### src/rtl/ysyx_23060191_csr_seq_pkg.sv
// ysyx_23060191_csr_seq_pkg: shared datapath width, CSR addresses, op and state encodings
`ifndef CPU_WIDTH
`define CPU_WIDTH 32
`endif
`ifndef MSTATUS
`define MSTATUS 12'h300
`endif
`ifndef MTVEC
`define MTVEC 12'h305
`endif
`ifndef MEPC
`define MEPC 12'h341
`endif
`ifndef MCAUSE
`define MCAUSE 12'h342
`endif

package ysyx_23060191_csr_seq_pkg;
  localparam logic [2:0] CSR_OP_RW    = 3'd0;
  localparam logic [2:0] CSR_OP_RS    = 3'd1;
  localparam logic [2:0] CSR_OP_RC    = 3'd2;
  localparam logic [2:0] CSR_OP_ECALL = 3'd3;
  localparam logic [2:0] CSR_OP_MRET  = 3'd4;
  localparam logic [2:0] ST_IDLE  = 3'd0;
  localparam logic [2:0] ST_READ  = 3'd1;
  localparam logic [2:0] ST_WRITE = 3'd2;
  localparam logic [2:0] ST_TRAP  = 3'd3;
  localparam logic [2:0] ST_REDIR = 3'd4;
  function automatic logic is_rmw(input logic [2:0] op);
    return op == CSR_OP_RW || op == CSR_OP_RS || op == CSR_OP_RC;
  endfunction
endpackage

### src/rtl/ysyx_23060191_csr_seq_csr_alu.sv
// ysyx_23060191_csr_alu: Zicsr read-modify-write merge and write-suppress decision
module ysyx_23060191_csr_alu
  import ysyx_23060191_csr_seq_pkg::*;
(
  input  logic [2:0]            op,
  input  logic [`CPU_WIDTH-1:0] old,
  input  logic [`CPU_WIDTH-1:0] src,
  input  logic                  src_zero,
  output logic [`CPU_WIDTH-1:0] wdata,
  output logic                  no_wr
);
  // set/clear with a zero operand must not write, so read-only CSRs stay quiet
  always_comb begin
    wdata = op == CSR_OP_RS ? old | src : op == CSR_OP_RC ? old & ~src : src;
    no_wr = !is_rmw(op) || (op != CSR_OP_RW && src_zero);
  end
endmodule

### src/rtl/ysyx_23060191_csr_seq.sv
// ysyx_23060191_csr_seq: turns one CSR-class instruction into a fixed CSR file access sequence
module ysyx_23060191_csr_seq
  import ysyx_23060191_csr_seq_pkg::*;
(
  input  logic                  clk,
  input  logic                  rst_n,
  input  logic                  req_valid,
  output logic                  req_ready,
  input  logic [2:0]            req_op,
  input  logic [11:0]           req_csr_addr,
  input  logic [`CPU_WIDTH-1:0] req_src,
  input  logic                  req_src_zero,
  input  logic [`CPU_WIDTH-1:0] req_pc,
  input  logic [`CPU_WIDTH-1:0] req_a7,
  input  logic                  flush,
  output logic                  resp_valid,
  output logic [`CPU_WIDTH-1:0] resp_rd_data,
  output logic                  resp_illegal,
  output logic                  redirect_valid,
  output logic [`CPU_WIDTH-1:0] redirect_pc,
  output logic [11:0]           addr_rd_csr,
  input  logic [`CPU_WIDTH-1:0] data_rd_csr,
  output logic                  wr_en_csr,
  output logic [11:0]           addr_wr_csr,
  output logic [`CPU_WIDTH-1:0] data_wr_csr,
  output logic                  ecall_en,
  output logic [7:0]            ecall_NO,
  input  logic [`CPU_WIDTH-1:0] mtvec,
  input  logic [`CPU_WIDTH-1:0] mepc
);
  logic [2:0]            state, op_q;
  logic [11:0]           addr_q;
  logic [`CPU_WIDTH-1:0] src_q, pc_q, old_q, alu_wdata;
  logic                  zero_q, alu_no_wr;
  logic [7:0]            no_q;
  logic                  unused_a7;

  assign unused_a7 = ^req_a7[`CPU_WIDTH-1:8];

  ysyx_23060191_csr_alu u_alu (
    .op       (op_q),
    .old      (old_q),
    .src      (src_q),
    .src_zero (zero_q),
    .wdata    (alu_wdata),
    .no_wr    (alu_no_wr)
  );

  // sequence state and the request latches; old value is captured in READ
  always_ff @(posedge clk or negedge rst_n) begin
    if (!rst_n) begin
      state  <= ST_IDLE;
      op_q   <= '0;
      addr_q <= '0;
      src_q  <= '0;
      zero_q <= 1'b0;
      pc_q   <= '0;
      no_q   <= '0;
      old_q  <= '0;
    end else begin
      case (state)
        ST_IDLE: if (req_valid) begin
          op_q   <= req_op;
          addr_q <= req_csr_addr;
          src_q  <= req_src;
          zero_q <= req_src_zero;
          pc_q   <= req_pc;
          no_q   <= req_a7[7:0];
          old_q  <= '0;
          state  <= is_rmw(req_op) ? ST_READ : req_op == CSR_OP_ECALL ? ST_TRAP :
                    req_op == CSR_OP_MRET ? ST_REDIR : ST_WRITE;
        end
        ST_READ: begin
          old_q <= data_rd_csr;
          state <= flush ? ST_IDLE : ST_WRITE;
        end
        ST_TRAP: state <= ST_REDIR;
        default: state <= ST_IDLE;
      endcase
    end
  end

  // all strobes decode straight from state so an async reset kills them at once
  always_comb begin
    req_ready      = state == ST_IDLE;
    resp_valid     = state == ST_WRITE;
    resp_rd_data   = old_q;
    resp_illegal   = state == ST_WRITE && !is_rmw(op_q);
    wr_en_csr      = state == ST_WRITE && !alu_no_wr;
    addr_rd_csr    = addr_q;
    addr_wr_csr    = addr_q;
    ecall_en       = state == ST_TRAP;
    data_wr_csr    = state == ST_TRAP ? pc_q : alu_wdata;
    ecall_NO       = no_q;
    redirect_valid = state == ST_REDIR;
    redirect_pc    = state != ST_REDIR ? '0 : op_q == CSR_OP_ECALL ? mtvec : mepc;
  end
endmodule

### config.mk
export PLATFORM = sky130hd
export DESIGN_NAME = ysyx_23060191_csr_seq
export DESIGN_NICKNAME = d
export VERILOG_FILES = /design/src/rtl/ysyx_23060191_csr_seq_pkg.sv /design/src/rtl/ysyx_23060191_csr_seq_csr_alu.sv /design/src/rtl/ysyx_23060191_csr_seq.sv
export SDC_FILE = /design/constraint.sdc
export NUM_CORES = 1
export LEC_CHECK = 0
export ABC_AREA = 1
export CAP_MARGIN = 20
export CORE_AREA = 10 10 166 129
export DETAILED_ROUTE_END_ITERATION = 16
export DIE_AREA = 0 0 176 139
export PLACE_DENSITY_LB_ADDON = 0.05
export SYNTH_ARGS = -nofsm -noshare
export SYNTH_HDL_FRONTEND = slang
export SYNTH_SLANG_ARGS = --single-unit
### constraint.sdc
create_clock -name clk -period 1.4 [get_ports clk]
set_clock_uncertainty 0.15 [all_clocks]
set_input_delay 0.14 -clock clk [delete_from_list [all_inputs] [get_ports clk]]
set_output_delay 0.14 -clock clk [all_outputs]
set_load 0.02 [all_outputs]
Word-level counts from Yosys, hierarchy flattened
Index checks and enable logic that the tools add are counted.
W data, S select, Z words.
{"block": "word_totals", "regBits": 123, "out_inout_bits": 134, "wordCells": 54}
{"block": "classes", "n_eq_ne": 13, "n_mux": 13, "n_bitwise": 3, "n_reduce_logical": 17}
{"op": "$mux W32", "n": 6}
{"op": "$pmux W32 S2", "n": 1}
{"op": "$and A32 B32 Y32", "n": 1}
{"op": "$not A32 Y32", "n": 1}
{"op": "$or A32 B32 Y32", "n": 1}
{"op": "$eq A3 B2 Y1 const B", "n": 6}
{"op": "$mux W3", "n": 4}
{"op": "$eq A3 B1 Y1 const B", "n": 3}
{"op": "$logic_not A3 Y1", "n": 3}
{"op": "$pmux W3 S3", "n": 1}
{"op": "$eq A3 B3 Y1 const B", "n": 2}
{"op": "$logic_or A1 B1 Y1", "n": 5}
{"op": "$reduce_and A2 Y1", "n": 2}
{"op": "$logic_and A1 B1 Y1", "n": 3}
{"op": "$ne A3 B3 Y1 const B", "n": 1}
{"op": "$reduce_bool A3 Y1", "n": 1}
{"op": "$logic_not A1 Y1", "n": 2}
{"op": "$mux W2", "n": 1}
{"op": "$ne A2 B2 Y1 const B", "n": 1}
{"op": "$reduce_bool A2 Y1", "n": 1}

Logic depth before layout (Yosys ltp)
Gate-level depths: netlist (run 1).
{"block": "logic_depth", "word_depth": 7, "ltp_mapped": 8, "mapped_depth_nobuf": 6}

Modules after synthesis
A second synthesis (run 1) with hierarchy kept.
{"block": "unflattened", "cells_unflattened": 975, "area_unflattened_um2": 6547.5}
{"module": "ysyx_23060191_csr_seq", "n_inst": 1, "cells_per_inst": 762, "area_per_inst_um2": 5675.4}
{"module": "ysyx_23060191_csr_alu", "n_inst": 1, "cells_per_inst": 213, "area_per_inst_um2": 872.1}

Least setup slack after synthesis (run 1)
No wires, ideal clock.
{"block": "synth_timing", "path_type": "flip-flop to output port", "start": "reg state[1]", "end": "out redirect_pc[22]", "arrival_ns": 1.456, "path_slack_ns": -0.346, "path_stages_with_launch": 7, "path_buffers": 1, "path_cell_list": "dfrtp_1 -> nor2_1 -> nand2_1 -> inv_1 -> clkbuf_1 -> o21ai_0 -> nor2_1"}
{"block": "synth_between", "elab_chain_cells": 2}
{"item": "from (decl)", "line_no": "ysyx_23060191_csr_seq.sv:31", "text": "logic [2:0] state, op_q;"}
{"item": "from (signal assigned)", "line_no": "ysyx_23060191_csr_seq.sv:70", "text": "state <= is_rmw(req_op) ? ST_READ : req_op == CSR_OP_ECALL ? ST_TRAP :"}
{"item": "from (signal assigned)", "line_no": "ysyx_23060191_csr_seq.sv:75", "text": "state <= flush ? ST_IDLE : ST_WRITE;"}
{"item": "$ne A3 B3 Y1", "line_no": "ysyx_23060191_csr_seq.sv:96", "text": "redirect_pc = state != ST_REDIR ? '0 : op_q == CSR_OP_ECALL ? mtvec : mepc;"}
{"item": "$mux W32", "line_no": "ysyx_23060191_csr_seq.sv:96"}
{"item": "to (decl)", "line_no": "ysyx_23060191_csr_seq.sv:20", "text": "output logic [`CPU_WIDTH-1:0] redirect_pc,"}
Every way passes these cells.

Final worst setup path (run 1)
{"block": "layout_timing", "start": "reg op_q[2]", "end": "out data_wr_csr[8]"}
{"block": "layout_between", "elab_chain_cells": 4}
{"item": "from (decl)", "line_no": "ysyx_23060191_csr_seq.sv:31"}
{"item": "from (signal assigned)", "line_no": "ysyx_23060191_csr_seq.sv:63", "text": "op_q <= req_op;"}
{"item": "$eq A3 B2 Y1", "line_no": "ysyx_23060191_csr_seq_csr_alu.sv:14", "text": "wdata = op == CSR_OP_RS ? old | src : op == CSR_OP_RC ? old & ~src : src;"}
{"item": "$mux W32", "line_no": "ysyx_23060191_csr_seq_csr_alu.sv:14"}
{"item": "$mux W32 *", "line_no": "ysyx_23060191_csr_seq_csr_alu.sv:14"}
{"item": "$mux W32 *", "line_no": "ysyx_23060191_csr_seq.sv:93", "text": "data_wr_csr = state == ST_TRAP ? pc_q : alu_wdata;"}
{"item": "to (decl)", "line_no": "ysyx_23060191_csr_seq.sv:25", "text": "output logic [`CPU_WIDTH-1:0] data_wr_csr,"}
Mark *: on every way between the ends. The rest lies on a longest branch, timed or not.

==> impl_metrics.csv, run 1 <==
group,metric,value,unit
run_status,outcome,"finished, violations left",
run_status,violations,"setup timing",
grt,antenna_found_initial,0,
job,drv_cap,0,
worst_hold_path,min_path_type,"primary input to flop",
synthesis,synth_nets,1152,
timing,rsz0062_at_grt,"true",
timing,hold_violations,0,
timing,tightest_slew,656,ps
clock_network,root_buffer,"clkbuf_16",
detailed_routing,routedWlPerCell,17.9,µm
cells_and_area,postLayoutCellArea,13000,µm²
clock_network,clk_pin_slew,60,ps
pwr,p_sw_share,41.3,%
cells_and_area,layout.nets,1594,
grt,grt_pass1_wl,44000,µm
worst_setup_path,crit_chain,"inv_4 > nand3_4 > buf_12 > buf_16 > nand2_1 > nand3_2 > nand2_1 > nand2_2 > buf_6",
pwr,p_switching,10.2,mW
die,io_pins,346,
pwr,internal_power,14.5,mW
worst_setup_path,path_delay_family,"buffers and inverters",
synthesis,synth_area,6420,µm²
pwr,power_frac_clock,18.2,%
placed_design,placed_area,10800,µm²
detailed_routing,ant_nets,0,
pwr,seq_power_share,23.5,%
synthesis,synth_seq_area_share,47.9,%
clock_network,cts_tree,"done",
clock_network,clk_latency,410,ps
worst_setup_path,crit_arrival,1790,ps
pwr,leakage,6.34,nW
die,fp.coreArea,18200,µm²
timing,layout_min_cycle_time,2080,ps
synthesis,yosysTopAreaCell,"dfrtp_1",
worst_setup_path,crit_top_cell,"nand2_1",
worst_setup_path,r2r_setup_slack,-480,ps
placed_design,dp_hpwl,19700,µm
cells_and_area,fill_cells,1457,
worst_setup_path,critical_path_required,1110,ps
detailed_routing,via_per_inst,4.71,
worst_setup_path,max_stage_delay,460,ps
die,initial_core_util,35.3,%
timing,setup_ws,-681,ps
detailed_routing,num_vias,7741,
worst_setup_path,cp_max_fo,5,
grt,grt_pass1_vias,7726,
synthesis,syn_inst,940,
grt,grt_start_max_net_pins,50,
synthesis,yosysWarnings,0,
timing,final_max_slew_viol_count,0,
timing,setup_viol,247,
worst_setup_path,critPathSlowestCell,"dfrtp_2",
placed_design,dp_slack,-663,ps
detailed_routing,drt-initial-drc-count,664,
die,die_y,139,µm
worst_setup_path,worstSetupEndpointType,"primary output",
cells_and_area,antenna_cells,0,
cells_and_area,syn_to_final_growth,102,%
timing,post-route-period-util,149,%
synthesis,ys_ff_latch,123,
clock_network,cts.sinks,123,
worst_setup_path,critPathLaunchType,"flop",
detailed_routing,drc_errors,0,
worst_setup_path,cp.buffers_inverters,4,
timing,setup-tns-final,-102440,ps
synthesis,synth_cell_types,14,
pwr,powerDensity,1900,nW/µm²
synthesis,synth_area_per_cell,6.83,µm²
clock_network,h-tree-depth,4,
detailed_routing,dr.pass1.iters,5,
placed_design,place.gp.congestion,0.866,
die,fp-row-count,43,
grt,globalRouteTotalUtil,22.6,%
detailed_routing,route.final.wire_length,29400,µm
pwr,p_total,24.6,mW
clock_network,numCtsBuffers,17,
timing,slew_headroom,56.2,%
pwr,p_comb_share,58.2,%
cells_and_area,drive_gt1_share,35.8,%
die,dieArea,24500,µm²
synthesis,ys_top_cells_by_area,"dfrtp_1 (48%), nand2_1 (25%), nor2_1 (8.2%)",
placed_design,io_buffers,321,
clock_network,clockBufferDepth,2,
timing,max_freq,481,MHz
pwr,peakVddDrop,1230,µV
synthesis,yosys.area.top_type_share,47.9,%
die,die_x,176,µm
worst_setup_path,worstSetupPathType,"flop to primary output",
grt,grt.overflow.total,0,
## power groups by stage
stage	registers (mW)	logic [mW]	clock network (mW)
after floorplan	6.22	5.45	0
after global placement	5.73	11.6	0
after detailed placement	5.73	11.7	0
after global routing	5.95	15.5	4.72
final	5.80	14.3	4.49
after CTS	5.76	13.0	4.57
## registers in the layout (all words and copies together), names as in the netlist
register and count:
src_q 32, resp_rd_data 32, zero_q 1, addr_rd_csr 12, op_q 3, state 3
pc_q 32, ecall_NO 8
## synth_stat cells (all sizes together)
library cell and count:
clkbuf 28, clkinv 1, o21ai 67, nand3 68, buf 36, a21oi 3
inv 44, nor2 142, nand2 428, dfrtp 123
## layer usage
| metal | wire length, µm | GRT usage [%] | vias to the layer above | share of wire (%) |
|---|---|---|---|---|
| met5 | 0 | 0 | - | 0 |
| met2 | 14100 | 37.0 | 280 | 48 |
| met4 | 403 | 5.25 | 0 | 1.4 |
| met3 | 2130 | 6.34 | 27 | 7.3 |
| met1 | 12700 | 28.8 | 3647 | 43 |
| li1 | - | - | 3787 | - |
## final cells by class
cell class	count	area (µm²)	area share, %
Inverter	45	180	1.39
Tap cell	247	309	2.38
Clock buffer	18	439	3.38
Sequential cell	123	3080	23.7
Timing Repair inverter	1	7.51	0.0578
Timing Repair Buffer	485	5130	39.5
Clock inverter	14	161	1.24
Multi-Input combinational cell	709	3680	28.3
## logic make-up (layout without fill, tap and decap cells)
family	after synthesis	after routing	synth area share (%)
simple gates	638	639	38.7
flops	123	123	47.9
buf+inv	109	563	7.85
compound gates	70	70	5.46
## worst register-to-register path, stage by stage, from the launching register on
cell	delay [ps]
dfrtp_1	370
inv_2	60
buf_4	130
buf_6	120
nand2_4	90
nor2_4	70
buf_12	130
nor2_4	510
nand2_1	110
nand2_1	80
## worst paths after layout
kind	start	to	cells after the start
setup / recovery	op_q[2]	data_wr_csr[8]	9
hold reg to reg	ecall_NO[0]	ecall_NO[0]	2
hold / removal	req_csr_addr[8]	addr_rd_csr[8]	3
setup reg to reg	state[2]	resp_rd_data[3]	9
min in group asynchronous	rst_n	addr_rd_csr[3]	3
max in group asynchronous	rst_n	src_q[8]	3
## through the flow
step / util [%] / std cells / hold WS (ps)
floorplan: - / 940 / -306
global placement: 59.6 / 1559 / -135
CTS: 67.9 / 1626 / 93.1
detailed placement: 59.6 / 1559 / -134
global route: 71.4 / 1642 / 103
finish: 71.4 / 1642 / 102
## what timing repair did
item                                   CTS  global route
resized for setup                      565           145
gates cloned                            10             1
hold buffers                             2             0
setup buffers                           23            16
endpoints found under the hold margin  123             0
setup endpoints to repair              256           263
pin swaps                               40            69
## cells in the final DEF (no fill, tap or decap)
| cell type | synthesis | final |
|---|---|---|
| a21oi_1 | 3 | 1 |
| a21oi_2 | 0 | 2 |
| buf_12 | 0 | 22 |
| buf_16 | 0 | 8 |
| buf_2 | 16 | 1 |
| buf_4 | 20 | 108 |
| buf_6 | 0 | 90 |
| buf_8 | 0 | 13 |
| bufinv_16 | 0 | 2 |
| clkbuf_16 | 0 | 18 |
| clkbuf_8 | 0 | 1 |
| clkdlybuf4s15_1 | 0 | 1 |
| clkdlybuf4s50_1 | 0 | 239 |
| clkinv_2 | 0 | 2 |
| clkinv_4 | 0 | 4 |
| clkinvlp_4 | 0 | 3 |
| dfrtp_1 | 123 | 122 |
| dfrtp_2 | 0 | 1 |
| dlygate4sd3_1 | 0 | 2 |
| inv_1 | 43 | 35 |
| inv_2 | 1 | 6 |
| inv_4 | 0 | 2 |
| inv_6 | 0 | 5 |
| inv_8 | 0 | 1 |
| nand2_1 | 428 | 352 |
| nand2_2 | 0 | 66 |
| nand2_4 | 0 | 10 |
| nand3_1 | 68 | 13 |
| nand3_2 | 0 | 51 |
| nand3_4 | 0 | 4 |
| nor2_1 | 141 | 79 |
| nor2_2 | 0 | 53 |
| nor2_4 | 1 | 11 |
| o21ai_0 | 42 | 10 |
| o21ai_1 | 25 | 41 |
| o21ai_2 | 0 | 14 |
| o21ai_4 | 0 | 2 |
Note: power is estimated with default switching activity, not from simulation.
==> run 2: changes to the inputs <==
--- a/config.mk
+++ b/config.mk
@@ -11,6 +11,7 @@
 export DETAILED_ROUTE_END_ITERATION = 16
 export DIE_AREA = 0 0 176 139
 export PLACE_DENSITY_LB_ADDON = 0.05
+export SLEW_MARGIN = 20
 export SYNTH_ARGS = -nofsm -noshare
 export SYNTH_HDL_FRONTEND = slang
 export SYNTH_SLANG_ARGS = --single-unit
==> results of run 2 <==
No change in the layout: final DEF, timing and power equal those of run 1.
